[config.mk]
export PLATFORM = sky130hd
export DESIGN_NAME = serial_subtractor
export DESIGN_NICKNAME = d
export VERILOG_FILES = /design/src/rtl/serial_subtractor.sv
export SDC_FILE = /design/constraint.sdc
export NUM_CORES = 1
export LEC_CHECK = 0
export CAP_MARGIN = 20
export CORE_MARGIN = 1
export CORE_UTILIZATION = 45
export CTS_CLUSTER_DIAMETER = 40
export CTS_CLUSTER_SIZE = 10
export DETAILED_ROUTE_END_ITERATION = 8
export GPL_ROUTABILITY_DRIVEN = 0
export GPL_TIMING_DRIVEN = 0
export PLACE_DENSITY_LB_ADDON = 0.05
export SLEW_MARGIN = 20
export SYNTH_ARGS = -nofsm -noshare
export SYNTH_HDL_FRONTEND = slang
export SYNTH_SLANG_ARGS = --single-unit
[constraint.sdc]
create_clock -name clk -period 3.35 [get_ports clk]
set_clock_uncertainty 0.05 [all_clocks]
set_input_delay 0.5025 -clock clk [delete_from_list [all_inputs] [get_ports clk]]
set_output_delay 0.5025 -clock clk [all_outputs]
set_load 0.1 [all_outputs]
[src/rtl/serial_subtractor.sv]
// -----------------------------------------------------------------------------
// serial_subtractor
//
// Bit-serial unsigned subtractor. Computes a - b (modulo 2^WIDTH) LSB-first,
// one bit per clock, through a single full-subtract cell with a registered
// borrow. Trades latency (WIDTH+2 cycles per operation including the accept
// edge) for the area of a parallel ripple chain.
//
// Handshake: start is sampled only while ready=1. The operands are captured on
// that accept edge. done pulses for one cycle when difference/borrow have been
// updated. difference/borrow hold until the next completion and never expose
// partial results.
//
// Optional feature (macro SIGNED_OVF_EN):
//   Adds output port 'overflow', the two's-complement overflow flag of a - b,
//   loaded together with difference/borrow at completion.
//
// Ports:
//   clk        in   1      rising-edge clock
//   rst        in   1      asynchronous, active-high reset
//   start      in   1      operation request, sampled only when ready=1
//   a          in   WIDTH  minuend, captured on the accept edge
//   b          in   WIDTH  subtrahend, captured on the accept edge
//   ready      out  1      high in IDLE, decoded from the state register
//   done       out  1      single-cycle pulse, result valid
//   difference out  WIDTH  registered a - b modulo 2^WIDTH
//   borrow     out  1      registered final borrow (1 when a < b unsigned)
//   overflow   out  1      (SIGNED_OVF_EN only) signed overflow of a - b
//
// Parameter WIDTH: operand/result width, legal range 2..32.
// -----------------------------------------------------------------------------
module serial_subtractor #(
    parameter int WIDTH = 8
) (
    input  logic             clk,
    input  logic             rst,
    input  logic             start,
    input  logic [WIDTH-1:0] a,
    input  logic [WIDTH-1:0] b,
    output logic             ready,
    output logic             done,
    output logic [WIDTH-1:0] difference,
`ifdef SIGNED_OVF_EN
    output logic             overflow,
`endif
    output logic             borrow
);

    // Counter just large enough to index WIDTH-1.
    localparam int CW = (WIDTH > 2) ? $clog2(WIDTH) : 1;

    typedef enum logic [1:0] {
        ST_IDLE = 2'd0,
        ST_RUN  = 2'd1,
        ST_DONE = 2'd2
    } state_t;

    state_t           state_r;
    logic [WIDTH-1:0] a_r;
    logic [WIDTH-1:0] b_r;
    // Holds the WIDTH-1 most recently produced bits; the bit being produced
    // this cycle completes the full word in sh_full_s.
    logic [WIDTH-2:0] sh_r;
    logic             br_r;
    logic [CW-1:0]    cnt_r;
`ifdef SIGNED_OVF_EN
    logic             a_msb_r;
    logic             b_msb_r;
`endif

    logic             d_s;
    logic             bo_s;
    logic [WIDTH-1:0] sh_full_s;
    logic             last_s;

    // Difference bit of the full-subtract cell.
    function automatic logic sub_diff(input logic x, input logic y, input logic bin);
        return x ^ y ^ bin;
    endfunction

    // Borrow-out of the full-subtract cell.
    function automatic logic sub_borrow(input logic x, input logic y, input logic bin);
        return (~x & y) | (~(x ^ y) & bin);
    endfunction

    // Single-bit subtract cell and next shift-register word.
    always_comb begin
        d_s       = sub_diff(a_r[0], b_r[0], br_r);
        bo_s      = sub_borrow(a_r[0], b_r[0], br_r);
        sh_full_s = {d_s, sh_r};
        last_s    = (cnt_r == CW'(WIDTH - 1));
    end

    // ready is a pure decode of the state register (no input-to-output path).
    always_comb begin
        if (state_r == ST_IDLE) begin
            ready = 1'b1;
        end else begin
            ready = 1'b0;
        end
    end

    // Control FSM, datapath registers and registered outputs.
    always_ff @(posedge clk or posedge rst) begin
        if (rst) begin
            state_r    <= ST_IDLE;
            a_r        <= {WIDTH{1'b0}};
            b_r        <= {WIDTH{1'b0}};
            sh_r       <= {(WIDTH-1){1'b0}};
            br_r       <= 1'b0;
            cnt_r      <= {CW{1'b0}};
            done       <= 1'b0;
            difference <= {WIDTH{1'b0}};
            borrow     <= 1'b0;
`ifdef SIGNED_OVF_EN
            a_msb_r    <= 1'b0;
            b_msb_r    <= 1'b0;
            overflow   <= 1'b0;
`endif
        end else begin
            done <= 1'b0;
            case (state_r)
                ST_IDLE: begin
                    if (start) begin
                        a_r     <= a;
                        b_r     <= b;
                        br_r    <= 1'b0;
                        cnt_r   <= {CW{1'b0}};
`ifdef SIGNED_OVF_EN
                        a_msb_r <= a[WIDTH-1];
                        b_msb_r <= b[WIDTH-1];
`endif
                        state_r <= ST_RUN;
                    end else begin
                        state_r <= ST_IDLE;
                    end
                end
                ST_RUN: begin
                    br_r  <= bo_s;
                    a_r   <= {1'b0, a_r[WIDTH-1:1]};
                    b_r   <= {1'b0, b_r[WIDTH-1:1]};
                    sh_r  <= sh_full_s[WIDTH-1:1];
                    cnt_r <= cnt_r + CW'(1);
                    if (last_s) begin
                        // The MSB is being produced now, so sh_full_s is the
                        // complete result and bo_s the final borrow.
                        difference <= sh_full_s;
                        borrow     <= bo_s;
`ifdef SIGNED_OVF_EN
                        overflow   <= (a_msb_r ^ b_msb_r) & (a_msb_r ^ d_s);
`endif
                        done       <= 1'b1;
                        state_r    <= ST_DONE;
                    end else begin
                        state_r <= ST_RUN;
                    end
                end
                ST_DONE: begin
                    state_r <= ST_IDLE;
                end
                default: begin
                    state_r <= ST_IDLE;
                end
            endcase
        end
    end

endmodule

# Word-level counts from Yosys, hierarchy flattened
# Cells that the tools add are included.
[word_totals]
in_bits = 19
ff_bits = 39
output_inout_bits = 11
[classes]
bitwise = 7
eq_ne = 3
add_sub_neg = 1
n_reduce_logical = 4
muxes = 14
[op_table]
columns = ["op", "n"]
rows = [
  ["8-bit case mux with 2 select lines", 2],
  ["8-bit two-way mux", 2],
  ["3-bit case mux with 2 select lines", 1],
  ["1-bit two-way mux", 5],
  ["2-bit case mux with 2 select lines", 1],
  ["2-bit AND reduction", 2],
  ["3-bit by 1-bit adder with 3-bit output, second input constant", 1],
  ["3-bit == test, second input constant", 1],
  ["3-bit two-way mux", 1],
  ["1-bit AND", 2],
  ["2-bit by 1-bit == test with 1-bit output, second input constant", 1],
  ["2-bit zero test", 1],
  ["2-bit two-way mux", 1],
  ["2-bit != test, second input constant", 1],
  ["1-bit inverter", 2],
  ["1-bit case mux with 2 select lines", 1],
  ["2-bit nonzero test", 1],
  ["1-bit XOR", 2],
  ["1-bit OR", 1],
]

# Logic depth before layout (Yosys ltp)
[depth]
word_depth = 5
depth_mapped = 6
mapped_depth_nobuf = 5

# Worst setup path after synthesis
# Ideal clock, no wire load.
[synth_path]
kind = "register to output"
from = "reg, netlist name done"
to = "out ready"
t_arrival_ps = 1926
required_ps = 2797
path_stages_with_launch = 3
setup_slack_ps = 871
cell_sequence = "dfrtp_1 buf_6 nor2_2"
[synth_rtl]
columns = ["item", "line", "text"]
rows = [
  ["end, declared", "40", "output logic ready,"],
]

# Worst setup path after layout
[layout_path]
from = "reg state_r[0]"
to = "out ready"
[layout_via]
elab_chain_cells = 2
[layout_lines]
columns = ["item", "line", "text"]
rows = [
  ["start, declared", "58", "state_t state_r;"],
  ["start signal, assigned", "106", "state_r <= ST_IDLE;"],
  ["start signal, assigned", "133", "state_r <= ST_RUN;"],
  ["start signal, assigned", "135", "state_r <= ST_IDLE;"],
  ["2-bit zero test", "96", "if (state_r == ST_IDLE) begin"],
  ["1-bit two-way mux", "96", ""],
]
# No other way between the ends.

==> metrics.md <==
| Metric | Value |
|---|---|
| Ant. Diodes | `0` |
| Initial core utilization | `0.4780` |
| Min Tclk post-route | `2.944 ns` |
| HPWL Detailed | `roughly 2.3 mm` |
| Clk network pwr share | `0.131` |
| Crit path required time | `about 2.8 ns` |
| Post-Syn Nets | `150` |
| Remaining DRCs | `0` |
| Final Max Slew Viols | `0` |
| Final worst-path cycle share | `0.8788` |
| Reg2reg start | `cnt_r[0]$_DFFE_PP0P_` |
| Top Ports | `30` |
| Clk slew on worst S/H paths | `between 0.1 and 0.15 ns` |
| Pwr Density | `~1100 nW/um2` |
| Port-buffer cells | `29` |
| Placed Area | `~2000 um2` |
| CTS Hold Buffers Added | `0` |
| Ys Warns | `0` |
| Combinational share of power | `0.521` |
| # nets final | `~190` |
| Unrepaired setup endpoints after global routing | `no` |
| VDD IR max | `approximately 0.00049 V` |
| Worst setup EP type | `primary output` |
| Largest net degree at the start of global routing | `22` |
| Worst slew margin | `0.3471` |
| DR WL/cell | `roughly 15 um` |
| LEAKAGE | `0.9016 nW` |
| Clock root cell | `clkbuf_4` |
| Share of cells above drive strength 1 | `0.2048` |
| All-layer global routing usage | `0.1933` |
| Post-route core utilization | `0.6109` |
| CP Launch Type | `flip-flop` |
| Outcome | `finished, final reports clean` |
| Max-cap violation count | `0` |
| Most frequent cells in the layout | `38 x dfrtp_1, 29 x clkdlybuf4s50_1, 15 x mux2_2` |
| Cts bufs inserted | `5` |
| Vias in the first global route | `1156` |
| Avg Inst Size Synth | `between 10 and 15 um2` |
| Sw frac | `0.4441` |
| Fmax | `between 300 and 400 MHz` |
| Yosys reg bits | `38` |
| Die height | `62.01 um` |
| Via Count | `around 1200` |
| Area of the die | `approximately 3800 um2` |
| Vias per cell | `about 5.5` |
| P_sw | `1.018 mW` |
| Clk buf depth | `2` |
| Worst Tran Pin Value | `between 0.9 and 1 ns` |
| Worst min path class | `in2async` |
| Final instance area | `around 2100 um2` |
| Crit path kind | `reg2out` |
| Ys async rst share | `1.000` |
| Post-CTS Resized | `0` |
| Commonest non-fill, non-tap cell in the layout | `dfrtp_1` |
| Flop pwr share | `0.348` |
| Worst Slack Setup Final | `approximately 0.41 ns` |
| Clock sink count | `38` |
| Final setup violation count | `0` |
| Clk Latency, worst-skew pair | `about 0.34 ns` |
| Worst Path Max Fanout | `10` |
| Mapped Area | `about 1600 um2` |
| CTS tree | `yes` |
| TNS Setup | `0 ns` |
| Arr. time, crit path | `between 2 and 2.5 ns` |
| Die Span X | `around 62 um` |
| Antenna violations before repair | `0` |
| Synth Instances | `~130` |
| Crit. Startpoint | `state_r[0]$_DFF_PP0_` |
| Post-place setup slack | `approximately 0.8 ns` |
| Global-route wire length before repair | `between 5 and 6 mm` |
| Row count | `21` |
| Gr ovfl total | `0` |
| Area growth syn-to-layout | `27.80%` |
| H-tree Lvls | `2` |
| Routed WL | `approximately 3.2 mm` |
| Int Pwr | `about 1.3 mW` |
| Top_reg_cell synth | `dfrtp_1` |
| Final hold viol count | `0` |
| Setup Buffers After CTS | `0` |
| CORE AREA | `3390 um2` |
| Power, Total | `~2.3 mW` |
| Number of synthesized flops with an enable pin | `0` |
| Drt initial violations | `42` |
| Fraction of the yosys area taken by sequential cells | `0.5869` |
| Synth cell types | `29` |
| Detail Route Antenna Nets | `0` |
| Drt first pass iters | `4` |
layer usage:
layer / track usage / part of all wire / wire, um
met5: 0 / 0 / 0
met4: 0.08571 / 0.021 / 66
met3: 0.04969 / 0.040 / 125
met2: 0.3343 / 0.51 / 1611
met1: 0.2252 / 0.43 / 1357
cell type report:
cell class	count	area, um2
plain buffers	7	48.80
clock buffers	7	45.04
clock inverters	1	30.03
fillers	283	1319
inverters	10	37.54
multi-input cells	73	583.1
flip-flops and latches	38	950.9
well taps	46	57.56
repair buffers	30	317.8
flip-flops by register name, indices dropped and copies added, names as in the netlist:
name        cells
a_r             8
b_r             8
difference      8
sh_r            7
cnt_r           3
borrow          1
br_r            1
done            1
state_r         1
kinds of logic after synthesis:
family / Yosys count / share of synthesized area
mux: 15 / 0.1042
fa+ha+maj: 3 / 0.02780
simple gates: 17 / 0.06100
buf+inv: 17 / 0.05327
flops: 38 / 0.5869
compound gates: 38 / 0.1668
cell usage after synthesis (all sizes together) (3+ instances only):
master  number  area share
a22oi        3       0.014
nor2         4       0.012
a21oi        7       0.022
nand2b       3       0.012
o22ai       14       0.054
mux2        15        0.10
buf          7       0.030
dfrtp       38        0.59
inv          9       0.021
through the flow:
step,hold slack [ns],instances
2_1_floorplan,0.4145,128
3_3_place_gp,0.4200,203
3_5_place_dp,0.4370,204
4_1_cts,0.4168,212
5_1_grt,0.4487,212
6_report,0.4050,212
worst paths after layout:
path	endpoint	slack (ns)	cells past startpoint
max	ready	0.41	3
min	difference[0]$_DFFE_PP0P_	0.40	2
max reg2reg	difference[5]$_DFFE_PP0P_	1.62	5
min reg2reg	borrow$_DFFE_PP0P_	0.45	2
max in group asynchronous	b_r[7]$_DFFE_PP0P_	2.40	3
min in group clk	borrow$_DFFE_PP0P_	0.45	2
power groups by stage:
stage	Clock (mW)	Combinational [mW]	Sequential, mW
2_1_floorplan	0	0.538	1.18
3_3_place_gp	0	1.17	0.798
3_5_place_dp	0	1.20	0.810
5_1_grt	0.327	1.29	0.825
4_1_cts	0.312	1.21	0.799
6_report	0.300	1.19	0.797
worst max-delay path: stages (launching register included):
cell             delay (ns)
dfrtp_1                0.41
buf_4                  0.18
nor2_2                 0.27
clkdlybuf4s50_1        1.20
Power figures use the tool's default switching activity.
